===== src/rtl/lane_gather_pkg.sv =====
// Shared types and helpers for the lane gather register.
//
// Contents
//   lg_state_e   : FILL (collecting narrow words) / HOLD (packed word presented)
//   lg_cnt_w     : width of a counter that must hold the values 0..n
//   lg_lane_idx  : maps a fill counter value to the physical lane it writes.
//                  The mapping is its own inverse, so it also maps a lane back
//                  to the counter value that writes it.
package lane_gather_pkg;

    typedef enum logic {
        FILL = 1'b0,
        HOLD = 1'b1
    } lg_state_e;

    function automatic int lg_cnt_w(input int n);
        return $clog2(n + 1);
    endfunction

    // lsb_first=1: word k goes to lane k; otherwise word k goes to lane n-1-k.
    function automatic int lg_lane_idx(input int cnt, input int num_lanes, input bit lsb_first);
        return lsb_first ? cnt : (num_lanes - 1 - cnt);
    endfunction

endpackage


===== src/rtl/lane_gather_reg.sv =====
// lane_gather_reg
//   Packs NUM_LANES narrow words, accepted one per cycle over a valid/ready
//   handshake, into one wide register. The packed word is presented both as a
//   flat bus and as per-lane slices of the same storage. A flush pulse closes
//   a partially filled word early; unfilled lanes then read 0.
//
// Parameters
//   LANE_W     bits per input word / output lane
//   NUM_LANES  words per packed output word (>= 2)
//   LSB_FIRST  1: first word lands in lane 0; 0: first word lands in lane NUM_LANES-1
//
// Ports
//   clk, rst              clock, synchronous active-high reset
//   in_valid/in_ready     narrow input handshake, in_data is the word
//   flush                 close the current partial word
//   out_valid/out_ready   packed output handshake
//   out_data              packed word, flat
//   out_lanes             packed word, one element per lane
//   out_count             number of filled lanes in the presented word
//   out_parity            (only with LANE_GATHER_PARITY_EN defined) even parity
//                         per lane, registered with the lane data; 0 for unfilled lanes
//
// Build option
//   LANE_GATHER_PARITY_EN  adds the out_parity port and its registers.
//
// Streaming: while a word is held, in_ready follows out_ready, so the first
// word of the next packet is captured in the same cycle the held word drains.
module lane_gather_reg
    import lane_gather_pkg::*;
#(
    parameter int LANE_W    = 8,
    parameter int NUM_LANES = 4,
    parameter int LSB_FIRST = 1
) (
    input  logic                          clk,
    input  logic                          rst,
    input  logic                          in_valid,
    output logic                          in_ready,
    input  logic [LANE_W-1:0]             in_data,
    input  logic                          flush,
    output logic                          out_valid,
    input  logic                          out_ready,
    output logic [NUM_LANES*LANE_W-1:0]   out_data,
    output logic [LANE_W-1:0]             out_lanes [NUM_LANES],
    output logic [lg_cnt_w(NUM_LANES)-1:0] out_count
`ifdef LANE_GATHER_PARITY_EN
    ,
    output logic [NUM_LANES-1:0]          out_parity
`endif
);

    localparam int CNT_W = lg_cnt_w(NUM_LANES);
    localparam logic [CNT_W-1:0] LAST_CNT = CNT_W'(NUM_LANES - 1);
    localparam logic [CNT_W-1:0] FULL_CNT = CNT_W'(NUM_LANES);

    localparam logic [0:0] ST_FILL = FILL;
    localparam logic [0:0] ST_HOLD = HOLD;

    logic [0:0]       state_reg;
    logic [0:0]       state_next;
    logic [CNT_W-1:0] cnt_reg;
    logic [CNT_W-1:0] cnt_next;
    logic [CNT_W-1:0] count_reg;
    logic [CNT_W-1:0] count_next;

    logic             accept;
    logic [CNT_W-1:0] filled;
    logic             load_en;
    logic [CNT_W-1:0] load_cnt;
    logic             clear_all;

    assign in_ready = (state_reg == ST_FILL) || out_ready;
    assign accept   = in_valid && in_ready;

    // Lanes filled once this cycle's word (if any) is taken into account.
    assign filled   = cnt_reg + CNT_W'(accept);

    always_comb begin
        state_next = state_reg;
        cnt_next   = cnt_reg;
        count_next = count_reg;
        load_en    = 1'b0;
        load_cnt   = cnt_reg;
        clear_all  = 1'b0;

        if (state_reg == ST_FILL) begin
            load_en  = accept;
            load_cnt = cnt_reg;
            if (accept && (cnt_reg == LAST_CNT)) begin
                state_next = ST_HOLD;
                count_next = FULL_CNT;
                cnt_next   = '0;
            end else if (flush && (filled != '0)) begin
                // Early close; lanes beyond 'filled' are still zero from the
                // last drain or reset.
                state_next = ST_HOLD;
                count_next = filled;
                cnt_next   = '0;
            end else begin
                cnt_next = filled;
            end
        end else begin
            // HOLD: flush has no effect; the word is already closed.
            if (out_ready) begin
                state_next = ST_FILL;
                count_next = '0;
                clear_all  = 1'b1;
                // A word accepted in the drain cycle opens the next packet.
                load_en    = accept;
                load_cnt   = '0;
                cnt_next   = CNT_W'(accept);
            end
        end
    end

    always_ff @(posedge clk) begin
        if (rst) begin
            state_reg <= ST_FILL;
            cnt_reg   <= '0;
            count_reg <= '0;
        end else begin
            state_reg <= state_next;
            cnt_reg   <= cnt_next;
            count_reg <= count_next;
        end
    end

    assign out_valid = (state_reg == ST_HOLD);
    assign out_count = count_reg;

    // One register per lane. Each lane knows at elaboration time which counter
    // value addresses it, so the write decode is a simple compare per lane.
    // A load takes priority over the drain-time clear so a word captured in
    // the drain cycle survives.
    genvar gi;
    generate
        for (gi = 0; gi < NUM_LANES; gi++) begin : g_lane
            localparam logic [CNT_W-1:0] SLOT =
                CNT_W'(lg_lane_idx(gi, NUM_LANES, LSB_FIRST != 0));

            logic [LANE_W-1:0] data_reg;
            logic              wr_en;

            assign wr_en = load_en && (load_cnt == SLOT);

            always_ff @(posedge clk) begin
                if (rst) begin
                    data_reg <= '0;
                end else if (wr_en) begin
                    data_reg <= in_data;
                end else if (clear_all) begin
                    data_reg <= '0;
                end
            end

            assign out_lanes[gi]                   = data_reg;
            assign out_data[gi*LANE_W +: LANE_W]   = data_reg;

`ifdef LANE_GATHER_PARITY_EN
            logic par_reg;

            always_ff @(posedge clk) begin
                if (rst) begin
                    par_reg <= 1'b0;
                end else if (wr_en) begin
                    par_reg <= ^in_data;
                end else if (clear_all) begin
                    par_reg <= 1'b0;
                end
            end

            assign out_parity[gi] = par_reg;
`endif
        end
    endgenerate

endmodule


===== config.mk =====
export PLATFORM = sky130hd
export DESIGN_NAME = lane_gather_reg
export DESIGN_NICKNAME = d
export VERILOG_FILES = /design/src/rtl/lane_gather_pkg.sv /design/src/rtl/lane_gather_reg.sv
export SDC_FILE = /design/constraint.sdc
export NUM_CORES = 1
export LEC_CHECK = 0
export CAP_MARGIN = 40
export CORE_ASPECT_RATIO = 1.2
export CORE_MARGIN = 4
export CORE_UTILIZATION = 46
export CTS_CLUSTER_SIZE = 10
export DETAILED_ROUTE_END_ITERATION = 8
export PLACE_DENSITY = 0.86
export SYNTH_ARGS = -nofsm -noshare
export SYNTH_HDL_FRONTEND = slang
export SYNTH_SLANG_ARGS = --single-unit

===== constraint.sdc =====
create_clock -name clk -period 4.5 [get_ports clk]
set_input_delay 0.675 -clock clk [delete_from_list [all_inputs] [get_ports clk]]
set_output_delay 0.675 -clock clk [all_outputs]
set_load 0.01 [all_outputs]

## Yosys cells after proc, flatten, opt, wreduce, memory -nomap -nowiden

Cells that the tools add are included.

| word-level totals | value |
|---|---|
| memory bits (read-only) | 0 |
| RAM bits | 0 |
| bits in latches | 0 |
| memories | 0 |
| flip-flop bits (word level) | 39 |
| word-level logic and storage cells | 53 |

| cells by class | value |
|---|---|
| reductions and logical operators | 16 |
| equality and inequality tests | 5 |
| mux-type cells | 23 |
| bitwise operators | 1 |
| order comparisons | 0 |
| add/subtract/negate cells | 1 |
| shift-type cells | 0 |
| div/mod/pow operators | 0 |
| $mul | 0 |

Operators with widths:

| cell | count |
|---|---|
| $mux 8 | 5 |
| $mux 3 | 10 |
| $eq 3x2->1 const B | 3 |
| $mux 1 | 8 |
| $reduce_bool 2->1 | 4 |
| $logic_and 1x1->1 | 7 |
| $reduce_bool 3->1 | 2 |
| $add 3x1->3 | 1 |
| $eq 3x1->1 const B | 1 |
| $logic_not 3->1 | 1 |
| $ne 2x2->1 const B | 1 |
| $reduce_and 2->1 | 1 |
| $logic_or 1x1->1 | 1 |
| $not 1->1 | 1 |

## Longest topological paths before layout

Gate-level depths: netlist of run 1.

| logic depth | value |
|---|---|
| depth after elaboration | 9 |
| gate-level depth with buffers | 9 |
| mapped depth without buffers | 8 |

## Worst setup path after synthesis of run 1

OpenSTA, ideal clock, no wires.

| timing path | value |
|---|---|
| path kind | input-to-reg |
| start | input port out_ready |
| end | register cnt_reg[2] |
| slack | 2.253 ns |
| cell stages on the path | 9 |
| required time | 4.430 ns |
| data arrival time | 2.176 ns |
| path through | nor2b_1 -> buf_2 -> inv_1 -> and3_1 -> ha_1 -> xor2_1 -> o31ai_4 -> nand4b_1 -> a21oi_1 |

| on the way | value |
|---|---|
| cells in the longest elaborated chain, start to end | 8 |

Ends and longest elaborated chain:

| element | RTL line | RTL |
|---|---|---|
| start, declared | lane_gather_reg.sv:42 | `input logic out_ready,` |
| $logic_or 1x1->1 (*) | lane_gather_reg.sv:72 | `assign in_ready = (state_reg == ST_FILL) \|\| out_ready;` |
| named net in_ready | lane_gather_reg.sv:38 | `output logic in_ready,` |
| $logic_and 1x1->1 (*) | lane_gather_reg.sv:73 | `assign accept = in_valid && in_ready;` |
| $add 3x1->3 | lane_gather_reg.sv:76 | `assign filled = cnt_reg + CNT_W'(accept);` |
| $reduce_bool 3->1 | lane_gather_reg.sv:93 | `end else if (flush && (filled != '0)) begin` |
| $logic_and 1x1->1 | lane_gather_reg.sv:93 |  |
| $mux 3 | lane_gather_reg.sv:93 |  |
| $mux 3 (*) | lane_gather_reg.sv:89 | `if (accept && (cnt_reg == LAST_CNT)) begin` |
| $mux 3 (*) | lane_gather_reg.sv:86 | `if (state_reg == ST_FILL) begin` |
| end signal, assigned | lane_gather_reg.sv:123 | `cnt_reg <= cnt_next;` |
| end, declared | lane_gather_reg.sv:61 | `logic [CNT_W-1:0] cnt_reg;` |

Mark *: on every way through the listed nets, which the timed path passes. The rest lies on a longest branch.
A chain may end at the register's enable or synchronous reset.

## Worst setup path after layout of run 1

| timing path | value |
|---|---|
| start | input port out_ready |
| end | output port in_ready |

| on the way | value |
|---|---|
| cells in the longest elaborated chain, start to end | 1 |

Ends and longest elaborated chain:

| element | RTL line |
|---|---|
| $logic_or 1x1->1 | lane_gather_reg.sv:72 |
| end, declared | lane_gather_reg.sv:38 |

Every way passes these cells.

==> results of run 1 <==
## metrics by stage
step                      instance area, um^2  total power (W)
after global routing                     2610         0.000748
after detailed placement                 2530         0.000496
after global placement                   2530         0.000493
after CTS                                2610         0.000721
after floorplan                          1940         0.000446
final                                    2610         0.000713
## cell usage in the layout, fill, tap and decap left out
cell             instances
nand2b_1                 1
nand3_1                 20
inv_1                    2
and3_1                   1
buf_4                    2
a32oi_1                  2
nand3b_1                 2
clkbuf_1                 2
clkinv_2                 1
nand4b_4                 1
and2_0                   4
nor2_1                  19
ha_1                     1
clkbuf_8                 5
nand2_1                 17
nand4b_1                 3
nor3_1                   3
a2bb2oi_1                1
clkdlybuf4s50_1         81
a31oi_1                  1
dfxtp_1                 39
nor2b_1                  2
nor2_8                   1
o31ai_4                  1
nor4_2                   1
mux2i_1                 16
a21oi_1                 23
o21ai_0                  3
and2_4                   1
and2_1                   5
xor2_1                   2
and4b_1                  2
o21ai_4                  1
## routing by layer
| metal | wire, um | vias up |
|---|---|---|
| met3 | 335 | 11 |
| met4 | 108 | 0 |
| met5 | 0 | - |
| li1 | - | 805 |
| met2 | 2400 | 74 |
| met1 | 1960 | 772 |
## area by class of cell
type,count,area (um^2),area share (%)
Clock buffer,7,76.3,2.92
Clock inverter,1,5.00,0.192
Inverter,2,7.51,0.287
Multi-Input combinational cell,134,848,32.5
Sequential cell,39,781,29.9
Tap cell,54,67.6,2.59
Timing Repair Buffer,83,826,31.6
## worst reg2reg max path: stages (launching register included)
cell and delay (ps):
dfxtp_1 580, nor2b_1 190, buf_4 190, inv_1 70, and3_1 180, ha_1 230
xor2_1 180, o31ai_4 350, nand4b_1 140, a21oi_1 160
## power by group
| group | switching, W | total (W) | internal, W |
|---|---|---|---|
| Clock | 0.000116 | 0.000225 | 0.000109 |
| Sequential | 0.0000122 | 0.000368 | 0.000356 |
| Combinational | 0.0000588 | 0.000120 | 0.0000610 |
## cells by family after synthesis
family	after synthesis
AO/OA/AOI/OAI	32
XOR/XNOR	2
adder cells (fa/ha/maj)	1
buffers and inverters	47
flip-flops	39
multiplexers	16
AND/OR/NAND/NOR	83
## worst paths after layout
kind,slack (ps),to
hold reg to reg,480,g_lane[1].data_reg[5]
setup / recovery,1810,in_ready
setup reg to reg,2170,cnt_reg[2]
hold / removal,480,g_lane[1].data_reg[5]
## Yosys cell counts
library cell	n	area, um^2
nor4_2	1	12.5
nand2b_1	1	6.26
a21oi_1	23	115
and4b_1	2	20.0
and3_1	1	6.26
a2bb2oi_1	1	8.76
ha_1	1	12.5
nand2_1	17	63.8
nor2_1	19	71.3
a32oi_1	2	17.5
and2_0	4	25.0
nand4b_4	1	23.8
and2_4	1	8.76
nor3_1	3	15.0
o21ai_4	1	16.3
nand3_1	20	100
buf_1	1	3.75
clkbuf_1	6	22.5
o31ai_4	1	21.3
inv_1	2	7.51
dfxtp_1	39	781
buf_4	32	240
nor2_8	1	20.0
o21ai_0	3	15.0
nand4b_1	3	26.3
a31oi_1	1	6.26
mux2i_1	16	160
buf_6	1	11.3
xor2_1	2	17.5
nand3b_1	2	15.0
buf_2	5	25.0
nor2b_1	2	12.5
and2_1	5	31.3
==> results by stage, run 1 <==
Worst setup path:
- Traced cell by cell, the critical path runs through clkdlybuf4s50_1 > nor2b_1 > buf_4 > inv_1 > clkdlybuf4s50_1.
- The number of cells on the worst reg-to-reg path is 9.
- The type of destination of the critical path is an output pin.
- The reg-to-reg startpoint is out_valid.
- The slowest stage of the critical path is the clkdlybuf4s50_1 cell.
- The cell occurring most often along the worst timing path is clkdlybuf4s50_1.
- STA puts the critical path data required time at 3830 ps.
- The critical path starts at out_ready.
- The startpoint-to-endpoint class of the critical path is input pin to output pin.
- The total stage count of the critical path is 5.
- Together, buffers and inverters on the worst path number 4.
- The top fanout value on the critical path is 9.
- The startpoint type of the worst setup path is an input pin.
- The signal arrival time at the worst endpoint is 2020 ps.
- The maximum single-stage delay on the critical path is 540 ps.
- On the critical path the largest part of the delay comes from buffers and inverters.

Route:
- The average routed wire per standard cell is 15.0 um.
- The sum of routed wire length over all layers is 4.80 mm.
- The first detailed-routing pass took 4 iterations.
- In the routed design, unresolved DRC markers number 0.
- The number of routed nets with antenna violations is 0.
- The first-iteration detailed-routing DRC count is 120.
- In the routed layout, each cell is associated on average with a via count of 5.19.
- The routed via count is 1662.

Clocking:
- Counting along the longest clock path gives a buffer depth of 2.
- The clock sink count is 39.
- The TritonCTS buffer count is 5.
- Once the clock tree was built, the resizer swapped 0 gates to a different size.
- The clock tree root buffer cell is clkbuf_8.
- The number of setup buffers added after CTS is 0.
- Buffers inserted to repair hold after CTS numbered 0.
- The H-tree generated during clock tree synthesis spans 2 levels.
- Clock latency on the worst-skew pair, taken at its later pin, is 290 ps.
- Clock-pin slew was measured on the worst setup and hold paths at 70 ps.
- The TritonCTS clock tree is yes.

GRT:
- The number of antenna violations at the first check in global routing is 0.
- The routing layer with the top usage in global route is met2.
- Across every metal layer, demand over resource in global routing totals 19.4%.
- For met2 alone, demand over resource in global routing was 33.7%.
- The first global-routing pass estimated 7.80 mm of wire.
- The pin count of the biggest net entering global routing is 32.
- The met1 layer usage reported by global route is 21.6%.
- The via count of the first global-routing pass came to 1632.
- Summed over all layers, the global routing overflow is 0.
- Global routing consumed, on the met3 layer, 5.37% of the routing resources.

STA:
- Setup repair after global routing left no endpoint under its margin.
- The minimum clock period after layout is 2690 ps.
- After routing, the total negative slack on setup checks comes to 0 ps.
- For the pin with the worst max-slew slack, the measured transition is 828 ps.
- The setup clock skew after layout is 2.24 ps.
- Setup slack closes at 1810 ps.
- The number of hold violations in the final report is 0.
- Setup violations remaining at the end of the flow were counted as 0.
- The ratio of final minimum period to clock period is 59.9%.
- The worst hold slack is 483 ps.
- Based on the critical path, the design can be clocked at up to 371 MHz.
- The max-slew violation count is 0.
- Measured against its own limit, the worst slew margin works out to 44.7%.

Floorplan:
- The initial utilization of the core area, before any placement, comes to 48.4%.
- The floorplan step defined a core boundary enclosing 4000 um^2.
- The die covers 5320 um^2.
- The die is 79.1 um tall.
- The horizontal die dimension is 67.3 um.
- The cell row count is 25.
- The top-level I/O count is 82.

Job:
- Across the run, the number of max-cap violations was 0.

Cells and area:
- Fill cells in the final layout number 371.
- The register with the most flip-flops in the layout has 32 of them.
- The final core utilization is 65.2%.
- The number of nets in the layout is 279.
- The final standard cell count with taps included and fillers excluded is 320.
- Relative to the synthesized area, the layout overhead comes to 34.6%.
- The repair_antennas step left the layout with diodes totalling 0.
- The post-route netlist has 5.26% of its cells at a drive strength greater than 1.

Logic synthesis:
- The compound-gate portion of the synthesized area is 10.3%.
- The cell area that synthesis handed to floorplanning was 1940 um^2.
- The synthesized netlist devotes 0.645% of its cell area to adder and majority cells.
- The register area share after synthesis is 40.3%.
- Multiplexer cells account for 8.26% of the synthesized area.
- When the netlist entered floorplanning its net count stood at 234.
- Counting distinct cell types in the post-synthesis netlist gives 33.
- Of the total synthesized cell area, the portion taken by XOR and XNOR cells is 0.903%.
- Synthesis produced a netlist whose cell count is 220.
- During synthesis, Yosys emitted a total of 0 warnings.
- The share of synthesized cell area in and, or, nand and nor gates is 23.6%.
- Dividing the synthesized area by the synthesized cell count gives 8.82 um^2.
- After synthesis, the largest family of logic cells by area is simple AND/OR/NAND/NOR gates.
- The total of flip-flops plus latches after synthesis is 39.

Min path:
- The number of cells on the worst hold path is 2.
- The path class of the tightest hold or removal check is register to register.
- In this run the most critical hold path is launched from g_lane[1].data_reg[5].

Place:
- The HPWL after detailed placement is 3.53 mm.
- Input and output buffers added on the ports amount to 81.
- The instance count after placement with tap cells included is 312.
- At the end of routability-driven placement, the weighted congestion stood at 0.885.
- OpenSTA, run right after detailed placement, puts the worst setup slack at 1710 ps.

Status:
- The run finished with clean final reports.

Power and ir drop:
- Summed over all cells, the static leakage comes to 0.958 nW.
- Power spread over the standard cell area amounts to 273 nW/um^2.
- Across the VDD grid, the largest voltage drop is 144 uV.
Power figures use the tool's default switching activity.
==> run 2, diff against run 1 <==
--- a/config.mk
+++ b/config.mk
@@ -8,10 +8,10 @@
 export CAP_MARGIN = 40
 export CORE_ASPECT_RATIO = 1.2
 export CORE_MARGIN = 4
-export CORE_UTILIZATION = 46
+export CORE_UTILIZATION = 38
 export CTS_CLUSTER_SIZE = 10
 export DETAILED_ROUTE_END_ITERATION = 8
-export PLACE_DENSITY = 0.86
+export PLACE_DENSITY = 0.76
 export SYNTH_ARGS = -nofsm -noshare
 export SYNTH_HDL_FRONTEND = slang
 export SYNTH_SLANG_ARGS = --single-unit
==> constraint.sdc (replaced) <==
create_clock -name clk -period 2.2 [get_ports clk]
set_input_delay 0.33 -clock clk [delete_from_list [all_inputs] [get_ports clk]]
set_output_delay 0.33 -clock clk [all_outputs]
set_load 0.01 [all_outputs]
==> run 2 against run 1 <==
Net effect: register-to-register slack lost 1800 ps; core utilization shrank 11 points; critical path depth grew 4; count of clock-buffer cells in the layout shrank 2; sequential cell count is the same; sequential share of layout area shrank 0.81 points; die area grew 19%; clock skew grew 2.0 ps; critical endpoint is now cnt_reg[2]; hold slack lost 3.0 ps; largest power group unchanged; power grew 110%.
==> results by stage, run 2 (same netlist as run 1, synthesis figures left out) <==
Status:
- The flow ran to the end, and the final reports show no timing, DRC or antenna violations.

Clocking:
- The clock sink count is 39 (unchanged).
- The latest clock arrival within the worst-skew pair is 280 ps (about the same).
- The clock tree root buffer cell is clkbuf_8.
- The number of setup buffers added after CTS is 0 (unchanged).
- The maximum buffer depth of the clock tree is 2 (unchanged).
- The number of instances resized during post-cts repair was 0 (unchanged).
- TritonCTS built the clock tree.
- The clock transition at the registers of the reported paths is 80 ps (about the same).
- The level count of the clock H-tree is 2 (unchanged).
- The number of hold buffers added after cts is 0 (unchanged).
- The TritonCTS buffer count is 5 (unchanged).

Place:
- The half-perimeter wire length of the detailed placement result is 3.47 mm (-1.9%).
- The worst slack at placement is -41.7 ps (-1760 ps).
- The number of I/O port buffers is 81 (unchanged).
- The post-placement cell area was 2590 um^2 (+2.6%).
- The placer congestion estimate was 0.806 (-8.9%).
- The instance count after placement with tap cells included is 324 (+3.8%).

Worst setup path:
- The type of destination of the critical path is a register.
- STA classifies the critical path startpoint as an input pin.
- By startpoint and endpoint, the worst setup path is classified as input pin to register.
- In this design, the largest share of critical-path delay is due to compound AO/OA/AOI/OAI gates.
- The number of buffers and inverters on the critical path is 2 (-2).
- The largest individual stage delay along the critical path comes from the cell clkdlybuf4s50_1.
- The top fanout value on the critical path is 5 (-4).
- The worst endpoint required time is 2420 ps (-1410 ps).
- The maximum single-stage delay on the critical path is 420 ps (-120 ps).
- The signal on the critical path passes through clkdlybuf4s50_1 > nor2b_1 > inv_1 > and3_1 > ha_1 > xor2_1 > o31ai_4 > nand4b_1 > a21oi_1.
- The signal arrival time at the worst endpoint is 2160 ps (+140 ps).

Power and ir drop:
- The switching power of the nets is 0.000396 W (+110%).
- The internal power summed over all cells is 0.00108 W (+110%).
- The worst ir drop on vdd is 324 uV (+130%).
- The static leakage is 0.992 nW (+3.5%).
- The power density over cell area is 551 nW/um^2 (+100%).
- The switching part of the total is 26.8% (+0.53 points).
- The share of power burned in combinational logic is 17.7% (+0.9 points).
- The register share of total power is 50.4% (-1.2 points).
- The clock power share is 31.9% (+0.3 points).

Floorplan:
- The cell row count is 28 (+12%).
- The starting density of the core is 39.3% (-9.2 points).
- The placeable core area was 4940 um^2 (+23%).
- The top-level I/O count came to 82 (unchanged).
- The area of the die is 6320 um^2 (+19%).
- The horizontal die dimension is 73.2 um (+8.8%).
- The height of the die is 86.3 um (+9.0%).

STA:
- The ratio of final minimum period to clock period is 88.3%.
- The worst hold slack was 480 ps (-2.98 ps).
- The max-slew headroom at the worst pin is 73.6% (+29 points).
- The max-slew violation count is 0 (unchanged).
- The number of failing setup endpoints in the final timing report is 0 (unchanged).
- The transition at the pin with the smallest max-transition slack was 395 ps (-433 ps).
- The final worst-path setup slack came to 258 ps (-1550 ps).
- The number of hold violations in the final report is 0 (unchanged).
- Setup repair after global routing left no endpoint under its margin.
- The achievable clock frequency is 515 MHz.
- The setup clock skew after layout is 4.20 ps (+1.96 ps).
- The worst path needs 1940 ps of the cycle, external delays included.

Route:
- The sum of routed wire segments on met1 was 2.07 mm (+5.6%).
- Routed signal wires occupy layers up through met4.
- The sum of routed wire length over all layers is 4.68 mm (-2.6%).
- The average routed wire per standard cell was 14.1 um (-6.1%).
- The first-iteration detailed-routing DRC count came to 109 (-9.2%).
- The routed via count is 1674 (+0.72%).
- The remaining design rule violation count is 0 (unchanged).
- The met2 layer wire length in the routed design is 2.22 mm (-7.4%).
- The number of routed nets with antenna violations is 0 (unchanged).
- The average via count per standard cell is 5.04 (-2.9%).
- The met3 wirelength from detailed routing came to 303 um (-9.6%).
- The number of detailed-route iterations in the first pass came to 4 (unchanged).

GRT:
- The pin count of the biggest net entering global routing was 26 (-19%).
- The remaining global-route overflow is 0 (unchanged).
- The wire length of the first global-routing pass was 7.78 mm (-0.35%).
- The combined global-route utilization of all metal layers is 15.7% (-3.7 points).
- The via count of the first global-routing pass is 1601 (-1.9%).
- The number of antenna violations at the first check in global routing is 0 (unchanged).

Job:
- The count of max-cap constraint violations is 0 (unchanged).

Min path:
- The worst hold path class is register to register.

Cells and area:
- From synthesis to final layout, the design area changed by 38.4%.
- The ratio of cells with drive above 1 in the final layout is 8.09% (+2.8 points).
- The library cells used most frequently in the layout, excluding fill and tap cells, are clkdlybuf4s50_1 (81), dfxtp_1 (39), a21oi_1 (23).
- The final instance area was 2680 um^2 (+2.8%).
- Leaving out fill and tap cells, the most frequent cell in the layout is clkdlybuf4s50_1.
- The number of nets in the layout is 285 (+2.2%).
- The final standard cell count with taps included and fillers excluded is 332 (+3.8%).
- The flip-flop count of the largest register after layout is 32 (unchanged).
- The final antenna diode count was 0 (unchanged).
==> run 2: cell count changes in the layout (fill, tap and decap cells not counted) <==
cell	change
buf_12	+1
buf_4	+5
clkbuf_1	-2
clkinvlp_4	+2
==> run 2: stage by stage <==
step / utilization [%] / setup TNS (ps) / power, W
after detailed placement: 52.5 / -41.7 / 0.00103
final: 54.3 / 0 / 0.00148
after global placement: 52.5 / 0 / 0.00102
after global routing: 54.3 / 0 / 0.00155
after CTS: 54.3 / 0 / 0.00149
after floorplan: - / 0 / 0.000913
==> run 2: per-layer routing <==
metal	up-vias	global-route usage, %
met4	0	5.70
met5	-	0
li1	817	-
met2	59	23.8
met1	792	21.1
met3	6	4.41
==> run 2: worst min-delay path, delay by kind of cell (launching register included) <==
| family | cells | cell delay (ps) |
|---|---|---|
| AO/OA/AOI/OAI | 1 | 50 |
| AND/OR/NAND/NOR | 1 | 60 |
| flip-flops | 1 | 320 |
==> run 2: final timing paths <==
path	slack, ps	start	to	cells after the start
worst max-delay path	260	out_ready	cnt_reg[2]	9
worst min-delay path	480	out_count[0]	out_count[0]	2
worst max register to register	370	out_valid	cnt_reg[2]	8
worst min register to register	480	out_count[0]	out_count[0]	2
==> run 2: power by group through the flow <==
stage / combinational [W] / clock (W) / sequential (W)
3_5_place_dp: 0.000263 / 0 / 0.000763
6_report: 0.000262 / 0.000471 / 0.000746
2_1_floorplan: 0.000146 / 0 / 0.000767
3_3_place_gp: 0.000260 / 0 / 0.000762
4_1_cts: 0.000264 / 0.000484 / 0.000746
5_1_grt: 0.000286 / 0.000515 / 0.000750
==> run 2: cell type report <==
cell class / instances / area (um^2)
inverter: 2 / 7.51
sequential: 39 / 781
clock buffer: 5 / 68.8
timing repair buffer: 89 / 883
tap: 60 / 75.1
clock inverter: 3 / 20.0
multi-input combinational: 134 / 848
fill: 462 / 2260
==> run 3, diff against run 2 <==
--- a/config.mk
+++ b/config.mk
@@ -9,6 +9,7 @@
 export CORE_ASPECT_RATIO = 1.2
 export CORE_MARGIN = 4
 export CORE_UTILIZATION = 38
+export CTS_CLUSTER_DIAMETER = 100
 export CTS_CLUSTER_SIZE = 10
 export DETAILED_ROUTE_END_ITERATION = 8
 export PLACE_DENSITY = 0.76
==> results of run 3 <==
Same layout as run 2: the final DEF is identical, and so are final timing and power.
